## src/rtl/alu_reservation_station.sv

```systemverilog
// Purpose: ALU reservation station; holds dispatched ops until both sources are ready and issues the oldest eligible entry.
// Latency: an op that is ready at dispatch issues the next cycle; a writeback wakeup makes its entry eligible the next cycle.
// Backpressure: dispatch_ready drops while every slot is occupied; issue_ready=0 keeps the selected entry resident.
module alu_reservation_station #(
   parameter int RS_DEPTH       = 4,
   parameter int NUM_WB         = 2,
   parameter int PHYS_REG_WIDTH = 6
) (
   input  logic                             CLK,
   input  logic                             nRST,
   input  logic                             dispatch_valid,
   output logic                             dispatch_ready,
   input  logic [4+2*(PHYS_REG_WIDTH+2)+PHYS_REG_WIDTH+16+5-1:0] dispatch_struct,
   input  logic [NUM_WB-1:0]                WB_valid,
   input  logic [NUM_WB*PHYS_REG_WIDTH-1:0] WB_phys_reg_tag,
   input  logic                             flush,
   output logic                             issue_valid,
   input  logic                             issue_ready,
   output logic [3:0]                       issue_op,
   output logic [PHYS_REG_WIDTH-1:0]        issue_source_0_tag,
   output logic [PHYS_REG_WIDTH-1:0]        issue_source_1_tag,
   output logic [PHYS_REG_WIDTH-1:0]        issue_dest_phys_reg_tag,
   output logic [15:0]                      issue_imm16,
   output logic [4:0]                       issue_ROB_index
);

   localparam int IDX_W = (RS_DEPTH > 1) ? $clog2(RS_DEPTH) : 1;

   typedef struct packed {
      logic                      needed;
      logic                      ready;
      logic [PHYS_REG_WIDTH-1:0] tag;
   } src_t;

   typedef struct packed {
      logic [3:0]                op;
      src_t                      source_0;
      src_t                      source_1;
      logic [PHYS_REG_WIDTH-1:0] dest_phys_reg_tag;
      logic [15:0]               imm16;
      logic [4:0]                ROB_index;
   } rs_in_t;

   // True when any valid writeback bus carries this tag.
   function automatic logic wb_match(input logic [PHYS_REG_WIDTH-1:0] tag,
                                     input logic [NUM_WB-1:0] vld,
                                     input logic [NUM_WB*PHYS_REG_WIDTH-1:0] tags);
      logic hit;
      hit = 1'b0;
      for (int b = 0; b < NUM_WB; b++) begin
         if (vld[b] && (tags[b*PHYS_REG_WIDTH +: PHYS_REG_WIDTH] == tag)) hit = 1'b1;
      end
      return hit;
   endfunction

   function automatic logic src_ok(input src_t s);
      return !s.needed || s.ready;
   endfunction

   // Registered state. age[k][j]=1 means entry j is older than entry k.
   logic [RS_DEPTH-1:0] valid;
   rs_in_t              ent [RS_DEPTH];
   logic [RS_DEPTH-1:0] age [RS_DEPTH];

   rs_in_t              din;
   rs_in_t              new_ent;
   logic [RS_DEPTH-1:0] eligible;
   logic [IDX_W-1:0]    sel_idx;
   logic [IDX_W-1:0]    alloc_idx;
   logic [RS_DEPTH-1:0] issue_mask;
   logic                issue_fire;
   logic                accept;

   assign din = dispatch_struct;

   // Incoming entry, with sources woken by writebacks landing in the dispatch cycle.
   always_comb begin
      new_ent = din;
      new_ent.source_0.ready = din.source_0.ready |
         (din.source_0.needed & wb_match(din.source_0.tag, WB_valid, WB_phys_reg_tag));
      new_ent.source_1.ready = din.source_1.ready |
         (din.source_1.needed & wb_match(din.source_1.tag, WB_valid, WB_phys_reg_tag));
   end

   // An entry is eligible once it is valid and neither source is still waiting.
   always_comb begin
      eligible = '0;
      for (int i = 0; i < RS_DEPTH; i++) begin
         eligible[i] = valid[i] && src_ok(ent[i].source_0) && src_ok(ent[i].source_1);
      end
   end

   // Oldest-first pick: the eligible entry with no older eligible entry.
   always_comb begin
      sel_idx = '0;
      for (int i = 0; i < RS_DEPTH; i++) begin
         if (eligible[i] && ((age[i] & eligible) == '0)) sel_idx = IDX_W'(i);
      end
   end

   // Lowest-index free slot receives the next dispatch.
   always_comb begin
      alloc_idx = '0;
      for (int i = RS_DEPTH - 1; i >= 0; i--) begin
         if (!valid[i]) alloc_idx = IDX_W'(i);
      end
   end

   assign dispatch_ready = nRST && !(&valid);
   assign issue_valid    = nRST && !flush && (|eligible);
   assign issue_fire     = issue_valid && issue_ready;
   assign accept         = dispatch_valid && dispatch_ready && !flush;
   assign issue_mask     = issue_fire ? (RS_DEPTH'(1) << sel_idx) : '0;

   // Issue payload, forced to zero whenever nothing is presented.
   always_comb begin
      issue_op                = '0;
      issue_source_0_tag      = '0;
      issue_source_1_tag      = '0;
      issue_dest_phys_reg_tag = '0;
      issue_imm16             = '0;
      issue_ROB_index         = '0;
      if (issue_valid) begin
         issue_op                = ent[sel_idx].op;
         issue_source_0_tag      = ent[sel_idx].source_0.tag;
         issue_source_1_tag      = ent[sel_idx].source_1.tag;
         issue_dest_phys_reg_tag = ent[sel_idx].dest_phys_reg_tag;
         issue_imm16             = ent[sel_idx].imm16;
         issue_ROB_index         = ent[sel_idx].ROB_index;
      end
   end

   // Entry, wakeup and age-matrix update; reset and flush both empty the station.
   always_ff @(posedge CLK) begin
      if (!nRST || flush) begin
         valid <= '0;
         for (int i = 0; i < RS_DEPTH; i++) age[i] <= '0;
      end else begin
         for (int i = 0; i < RS_DEPTH; i++) begin
            if (valid[i]) begin
               if (ent[i].source_0.needed &&
                   wb_match(ent[i].source_0.tag, WB_valid, WB_phys_reg_tag))
                  ent[i].source_0.ready <= 1'b1;
               if (ent[i].source_1.needed &&
                   wb_match(ent[i].source_1.tag, WB_valid, WB_phys_reg_tag))
                  ent[i].source_1.ready <= 1'b1;
            end
            // Freed entry is no longer older than anyone.
            if (issue_fire) age[i][sel_idx] <= 1'b0;
         end
         if (issue_fire) valid[sel_idx] <= 1'b0;
         // The free slot is never the issuing slot, so both updates coexist.
         if (accept) begin
            valid[alloc_idx] <= 1'b1;
            ent[alloc_idx]   <= new_ent;
            age[alloc_idx]   <= valid & ~issue_mask;
         end
      end
   end

endmodule
```

## config.mk

```make
export PLATFORM = sky130hd
export DESIGN_NAME = alu_reservation_station
export DESIGN_NICKNAME = d
export VERILOG_FILES = /design/src/rtl/alu_reservation_station.sv
export SDC_FILE = /design/constraint.sdc
export NUM_CORES = 1
export LEC_CHECK = 0
export CAP_MARGIN = 25
export CELL_PAD_IN_SITES_DETAIL_PLACEMENT = 1
export CELL_PAD_IN_SITES_GLOBAL_PLACEMENT = 2
export CORE_MARGIN = 10
export CORE_UTILIZATION = 41
export DETAILED_ROUTE_END_ITERATION = 16
export PLACE_DENSITY = 0.9
export SETUP_SLACK_MARGIN = 0.15
export SLEW_MARGIN = 20
export SYNTH_ARGS = -nofsm -noshare
export SYNTH_HDL_FRONTEND = slang
export SYNTH_SLANG_ARGS = --single-unit
```

## constraint.sdc

```tcl
create_clock -name CLK -period 7.42 [get_ports CLK]
set_input_delay 1.484 -clock CLK [delete_from_list [all_inputs] [get_ports CLK]]
set_output_delay 1.484 -clock CLK [all_outputs]
set_load 0.01 [all_outputs]
```

=== Word-level counts from Yosys, hierarchy flattened ===
Memory sizes are Yosys's and may differ from the RTL's.
Index checks and enable logic that the tools add are counted.

* Bits in registers: 4
* RAM bits: 204
* Input bits: 66
* Output and inout port bits: 45
* Logic and storage cells: 241
* Memories kept: 2

* Order comparisons: 4
* Eq/ne operators: 20
* Shift operators: 1
* Mux-type cells: 113
* Bitwise logic cells: 28
* Reductions and logical operators: 72

{| class="wikitable"
|+ Memory list
! name !! words !! bits a word !! rd ports !! clocked after Yosys merged registers in !! wr ports !! line !! RTL
|-
| ent || 4 || 47 || 5 || 0 || 5 || 62 || <nowiki>rs_in_t ent [RS_DEPTH];</nowiki>
|-
| age || 4 || 4 || 3 || 0 || 5 || 63 || <nowiki>logic [RS_DEPTH-1:0] age [RS_DEPTH];</nowiki>
|}

{| class="wikitable"
|+ Operators with widths
! cell !! number
|-
| == test 6 bit || 20
|-
| 2-to-1 mux 1 bit || 94
|-
| logical AND 1 bit || 47
|-
| 2-to-1 mux 4 bit || 6
|-
| AND 4 bit || 5
|-
| 2-to-1 mux 6 bit || 3
|-
| OR 1 bit || 18
|-
| 2-to-1 mux 16 bit || 1
|-
| zero test 4 bit || 3
|-
| 2-to-1 mux 2 bit || 6
|-
| zero test 1 bit || 11
|-
| logical OR 1 bit || 9
|-
| NOT 4 bit || 2
|-
| < comparator 2 x 3 -> 1 bit, second input constant || 2
|-
| 2-to-1 mux 5 bit || 1
|-
| demux 1 bit (select 2 bit) || 2
|-
| >= comparator 2 x 1 -> 1 bit, second input constant || 2
|-
| OR 4 bit || 1
|-
| AND reduction 4 bit || 1
|-
| OR reduction 4 bit || 1
|-
| left shift 1 x 2 -> 4 bit, first input constant || 1
|-
| AND 1 bit || 2
|}

=== Longest topological paths before layout ===
Gate-level depths: netlist of the first run.
An unclocked memory read counts as a cell.

* Word-level depth: 21
* Depth in mapped cells: 8
* Mapped depth without buffers: 7

=== Least setup slack after synthesis of the first run ===
OpenSTA, ideal clock, no wires.

* Path kind: input -> register
* Start point: in nRST
* End point: mem ent[0][0] (netlist bit), enable pin
* Library setup time: 0.455 ns
* Arrival: 3.885 ns
* Slack: 3.080 ns
* Cell stages on the path: 4
* Cell sequence: nor2b_1 buf_2 nand2_1 nor2_1

{| class="wikitable"
|+ RTL lines
! item !! line !! RTL
|-
| start, declared || 10 || <nowiki>input logic nRST,</nowiki>
|-
| end, declared || 62 ||
|}

=== Worst setup path in the final report of the first run ===
* Start point: in nRST
* End point: out issue_source_1_tag[0]

* Cells in the longest elaborated chain, start to end: 3

{| class="wikitable"
|+ RTL lines
! item !! line !! RTL
|-
| logical AND 1 bit (2 in a row) || 110 || <nowiki>assign issue_valid = nRST && !flush && (|eligible);</nowiki>
|-
| 2-to-1 mux 6 bit || 123 || <nowiki>if (issue_valid) begin</nowiki>
|-
| end, declared || 21 || <nowiki>output logic [PHYS_REG_WIDTH-1:0] issue_source_1_tag,</nowiki>
|}

No other way between the ends.

==> run summary, run 1 <==
status = finished clean
slowest cell on the critical path = clkdlybuf4s50_1
final clock skew = 13.1 ps
startpoint types = input port
layout cells sized above 1 = 8.16%
Crit Path Category = in -> out
Area contributors post-synth = edfxtp_1 (60%), xnor2_1 (5.8%), xor2_1 (5.1%)
Longest Clk Path Bufs = 3
most frequent cells in the layout = edfxtp_1 (192), clkdlybuf4s50_1 (110), o21ai_0 (71), nand3_1 (64), xnor2_1 (64)
post-synth cell types = 38
Hold Buf Count CTS = 0
YS warnings = 0
# resized after CTS = 0
postcts setup bufs = 0
multi-input logic area = 0.00321 sq mm
post-DR wirelength/cell = 23.1 microns
Remaining DRCs = 0
Clk Latency, worst-skew pair = 510 ps
PortBufs = 110
CTS tree = yes
grt peak-use layer = met2
ANT cells = 0
Area Overhead vs Synth = 22.1%
fin util = 50.6%
Post-synth EDFFs = 192
synthesized instance count = 796
clock root cell = clkbuf_16
GRT overflow = 0
CP Data Required Time = 5940 ps
global-route wire length before repair = 44100 microns
commonest non-fill, non-tap cell in the layout = edfxtp_1
Synth area leader = edfxtp_1
RSZ-0062 raised after global routing = no
gr usage total = 18.2%
drt initial violations = 519
largest net degree at the start of global routing = 68
worst min-delay path category = reg -> reg
Final HPWL DP = 18400 microns
num rows = 56
GP Congestion = 0.825
Min Clock Period, post-route = 5870 ps
Post-Route WL = 28300 microns
Worst Path Buf+Inv = 5
# fillers = 2405
max incr delay on CP = 580 ps
setup TNS = 0 ps
ANT nets after route = 0
vias in the first global route = 7548
worst vdd ir = 0.189 mV
endpoints failing setup = 0
CTS clock-pin slew for the worst setup and hold paths = 60 ps
clk sinks = 204
TritonCTS buffer count = 23
Power Density = 219 mW/mm^2
Max transition margin = 43.4%
crit path DAT = 4380 ps
Worst-Margin Slew = 847 ps
post-route cell area = 0.0118 sq mm
chip height = 174 microns
initial antenna violation count = 0
met2 usage = 32.1%
Die X = 174 microns
Final Hold Viols = 0
nets = 956
core area = 0.0233 sq mm
worst-path cell chain = clkdlybuf4s50_1 -> nor2b_2 -> o41ai_4 -> buf_4 -> inv_2 -> buf_4 -> o211ai_1 -> o21ai_1 -> clkdlybuf4s50_1
CP Max Fanout = 32
crit-path leading delay family = buffers and inverters
met3 usage in global routing = 2.92%
fmax = 170 MHz
DP Area = 0.0110 sq mm
Max Cap Viol = 0
via/cell ratio = 5.61
Yosys reg bits = 204
Critical Path End Type = output pin
ys async rst share = 0%
share of the synthesized area in the top cell type = 59.6%
H-Tree Depth = 1
synthesized area = 0.00967 sq mm
period utilisation layout = 79.0%
syn avg cell area = 12.2 sq um
Register Area = 0.00601 sq mm
die area = 0.0301 sq mm
LEAKAGE = 4.01 nW
# IOs = 111
post-synthesis sequential area ratio = 62.1%
Pre-antenna DRT Iters = 5
met1 Use GR = 22.9%
final slew viol count = 0
ys flop type = edfxtp_1
Initial Utilization = 41.5%
via count = 6873
[state kept, by name, indices dropped and copies added (netlist names)]
| name | count |
|---|---|
| ent | 188 |
| age | 12 |
| valid | 4 |
[cell type report]
class,instances,area share [%]
Timing Repair Buffer,127,10.6
Inverter,48,1.53
Clock buffer,27,5.25
Clock inverter,15,1.14
Tap cell,319,3.38
Multi-Input combinational cell,486,27.2
Sequential cell,204,50.8
[per-stage QoR]
step,cells,setup slack (ps),power (W),hold slack (ps)
after floorplan,798,3080,0.00139,434
final,1226,1550,0.00259,498
after detailed placement,1181,1520,0.00148,484
after CTS,1223,1500,0.00260,503
after global placement,1181,1590,0.00147,448
after global routing,1226,1410,0.00266,532
[tightest hold or removal path, delay by kind of cell, from the launching register on]
family / cells / cell delay (ps)
DFF: 1 / 320
AOI/OAI and AO/OA: 2 / 140
[worst paths after layout]
| kind | start | to | slack [ps] | cells past startpoint |
|---|---|---|---|---|
| max | nRST | issue_source_1_tag[0] | 1550 | 9 |
| min | ent[3][41] | ent[3][41] | 500 | 2 |
| max reg2reg | valid[2] | age[1][1] | 4290 | 8 |
| min reg2reg | ent[3][41] | ent[3][41] | 500 | 2 |
[Yosys cell counts, drive strengths merged (2+ instances only)]
| library cell | instances |
|---|---|
| edfxtp | 192 |
| o21ai | 99 |
| nand3 | 65 |
| xnor2 | 64 |
| xor2 | 56 |
| inv | 48 |
| a21oi | 46 |
| o31ai | 31 |
| buf | 30 |
| clkbuf | 30 |
| nand4 | 25 |
| nor4 | 20 |
| dfxtp | 12 |
| o211ai | 12 |
| nor2 | 11 |
| nand2 | 9 |
| nand2b | 8 |
| o2111a | 8 |
| and3 | 7 |
| nand4b | 7 |
| nor3 | 5 |
| or3 | 3 |
| and4b | 2 |
[cells by family (layout without fill, tap and decap cells)]
logic type	after synthesis	count (layout)	share of synthesized area [%]
compound gates	199	199	12.2
buf+inv	108	217	4.86
flops	204	204	62.1
simple gates	164	164	9.91
xor+xnor	120	120	10.9
other cells	1	3	0.0388
[power breakdown]
part	leakage, nW	switching (W)	internal (W)
clock	0.374	0.000465	0.000669
combinational	1.78	0.0000903	0.0000736
sequential	1.86	0.0000102	0.00128
[layer usage]
metal  wire (microns)  part of all wire (%)  vias to the layer above
met2            14100                    50                      192
met3             1340                   4.7                       38
li1                 -                     -                     3145
met5                0                     0                        -
met4              455                   1.6                        0
met1            12400                    44                     3498
Note: power is estimated with default switching activity, not from simulation.
==> inputs of run 2 (changes only) <==
--- a/config.mk
+++ b/config.mk
@@ -9,9 +9,9 @@
 export CELL_PAD_IN_SITES_DETAIL_PLACEMENT = 1
 export CELL_PAD_IN_SITES_GLOBAL_PLACEMENT = 2
 export CORE_MARGIN = 10
-export CORE_UTILIZATION = 41
+export CORE_UTILIZATION = 38
 export DETAILED_ROUTE_END_ITERATION = 16
-export PLACE_DENSITY = 0.9
+export PLACE_DENSITY = 0.84
 export SETUP_SLACK_MARGIN = 0.15
 export SLEW_MARGIN = 20
 export SYNTH_ARGS = -nofsm -noshare
==> constraint.sdc (replaced) <==
create_clock -name CLK -period 5.7 [get_ports CLK]
set_input_delay 1.14 -clock CLK [delete_from_list [all_inputs] [get_ports CLK]]
set_output_delay 1.14 -clock CLK [all_outputs]
set_load 0.01 [all_outputs]
==> run 2 against run 1 <==
Critical path depth is 1 lower. Clock power increased by 14%. Largest power group unchanged. Routed wire length decreased by 0.77%. Clock skew is 2.8 ps higher. Clock-buffer cell count grew 1. Die area grew 7.0%. Total power rose by 23%. Final cell count up 0.65%. Combinational power grew 31%. Non-clock buffer count rose by 2. First-iteration DRC count grew 2.9%. Register-to-register slack got worse by 1300 ps.
==> run summary, run 2 (synthesis results as in run 1) <==
nets = 956 (unchanged)
Most flops, register = ent
Pre-antenna DRT Iters = 6 (+1)
DP Area = 0.0111 sq mm (+0.74%)
Register Area = 0.00601 sq mm (unchanged)
CTS tree = yes
Die X = 180 microns (+3.4%)
# IOs = 111 (unchanged)
LEAKAGE = 3.96 nW (-1.2%)
layout cells sized above 1 = 6.97% (-1.2 points)
via/cell ratio = 5.53 (-1.4%)
num rows = 58 (+3.6%)
post-DR wirelength/cell = 22.8 microns (-1.4%)
setup TNS = 0 ps (unchanged)
max reg flops = 188 (unchanged)
largest net degree at the start of global routing = 64 (-5.9%)
global-route wire length before repair = 44000 microns (-0.22%)
most frequent cells in the layout = edfxtp_1 (192), clkdlybuf4s50_1 (110), o21ai_0 (71), nand3_1 (64), xnor2_1 (64)
Worst-Margin Slew = 879 ps (+32.9 ps)
drt initial violations = 534 (+2.9%)
chip height = 180 microns (+3.4%)
Critical Path End Type = output pin
Final Hold Viols = 0 (unchanged)
ANT cells = 0 (unchanged)
Worst Reg-to-Reg Cells = 4 (-4)
non-filler cells, final = 1234 (+0.65%)
multi-input logic area = 0.00321 sq mm (unchanged)
post-route cell area = 0.0117 sq mm (-0.57%)
# resized after CTS = 0 (unchanged)
status = finished clean
Max Cap Viol = 0 (unchanged)
Max transition margin = 41.2% (-2.2 points)
worst vdd ir = 0.218 mV (+16%)
die area = 0.0322 sq mm (+7.0%)
Power Density = 271 mW/mm^2 (+24%)
via count = 6824 (-0.71%)
crit path DAT = 3580 ps (-800 ps)
Clk Latency, worst-skew pair = 500 ps (about the same)
Remaining DRCs = 0 (unchanged)
worst min-delay path category = reg -> reg
PortBufs = 110 (unchanged)
Initial Utilization = 38.5% (-2.9 points)
Longest Clk Path Bufs = 3 (unchanged)
clock root cell = clkbuf_16
Top Registers = ent: 188 flops, age: 12 flops, valid: 4 flops
dpl cells = 1196 (+1.3%)
Crit Path Category = in -> out
Hold Path Stages = 2 (unchanged)
ANT nets after route = 0 (unchanged)
vias in the first global route = 7509 (-0.52%)
final clock skew = 16.0 ps (+2.83 ps)
Final HPWL DP = 18400 microns (-0.35%)
# fillers = 2708 (+13%)
commonest non-fill, non-tap cell in the layout = edfxtp_1
RSZ-0062 raised after global routing = no
clk sinks = 204 (unchanged)
period utilisation layout = 82.9%
Final WS setup = 975 ps (-580 ps)
endpoints failing setup = 0 (unchanged)
setup slack at placement = 1030 ps (-498 ps)
final slew viol count = 0 (unchanged)
gr usage total = 16.8% (-1.3 points)
CTS clock-pin slew for the worst setup and hold paths = 60 ps (about the same)
CP Data Required Time = 4560 ps (-1380 ps)
GP Congestion = 0.831 (+0.80%)
postcts setup bufs = 0 (unchanged)
H-Tree Depth = 1 (unchanged)
Hold Buf Count CTS = 0 (unchanged)
Area Overhead vs Synth = 21.4%
TritonCTS buffer count = 21 (-8.7%)
Post-Route WL = 28100 microns (-0.77%)
initial antenna violation count = 0 (unchanged)
fmax = 212 MHz
Min Clock Period, post-route = 4720 ps
CP Max Fanout = 38 (+19%)
GRT overflow = 0 (unchanged)
startpoint types = input port
core area = 0.0251 sq mm (+7.6%)
## run 2: changes by cell type in the layout (fill, tap and decap cells not counted), sizes merged
cell,change
clkinv,-2
inv,-1
bufinv,-1
buf,+2
clkinvlp,-2
clkbuf,+1
## run 2: cell type report
cell class / count / area share (%)
inverters: 48 / 1.53
clock inverters: 9 / 0.575
well taps: 330 / 3.52
flip-flops and latches: 204 / 51.1
multi-input cells: 486 / 27.4
clock buffers: 28 / 4.78
repair buffers: 129 / 11.1
## run 2: path summary, 6_finish.rpt
kind | start | endpoint | slack (ps)
setup / recovery | nRST | issue_imm16[3] | 980
hold / removal | ent[1][33] | ent[1][33] | 490
setup reg to reg | valid[0] | ent[3][25] | 2970
hold reg to reg | ent[1][33] | ent[1][33] | 490
## run 2: worst max-delay path, stage by stage
cell and delay, ps:
clkdlybuf4s50_1 490, nor2b_2 250, o41ai_4 130, inv_2 340
buf_12 290, nand3_1 140, o31ai_1 140, clkdlybuf4s50_1 630
## run 2: stage by stage
stage          hold slack (ps)  util (%)  total power (W)
2_1_floorplan              434         -          0.00181
3_3_place_gp               450      44.2          0.00192
3_5_place_dp               470      44.2          0.00192
4_1_cts                    484      46.7          0.00321
5_1_grt                    527      46.8          0.00329
6_report                   485      46.8          0.00318
## run 2: layer usage
layer	vias up	GRT usage (%)	share of wire [%]
met5	-	0	0
met4	0	3.74	1.5
met3	33	3.03	5.5
met2	187	28.6	48
met1	3465	21.9	45
li1	3139	-	-
## run 2: where the power goes
| part | leakage [nW] | internal [W] | switching (W) |
|---|---|---|---|
| registers | 1.86 | 0.00166 | 0.0000122 |
| logic | 1.80 | 0.0000968 | 0.000118 |
| clock network | 0.307 | 0.000735 | 0.000555 |
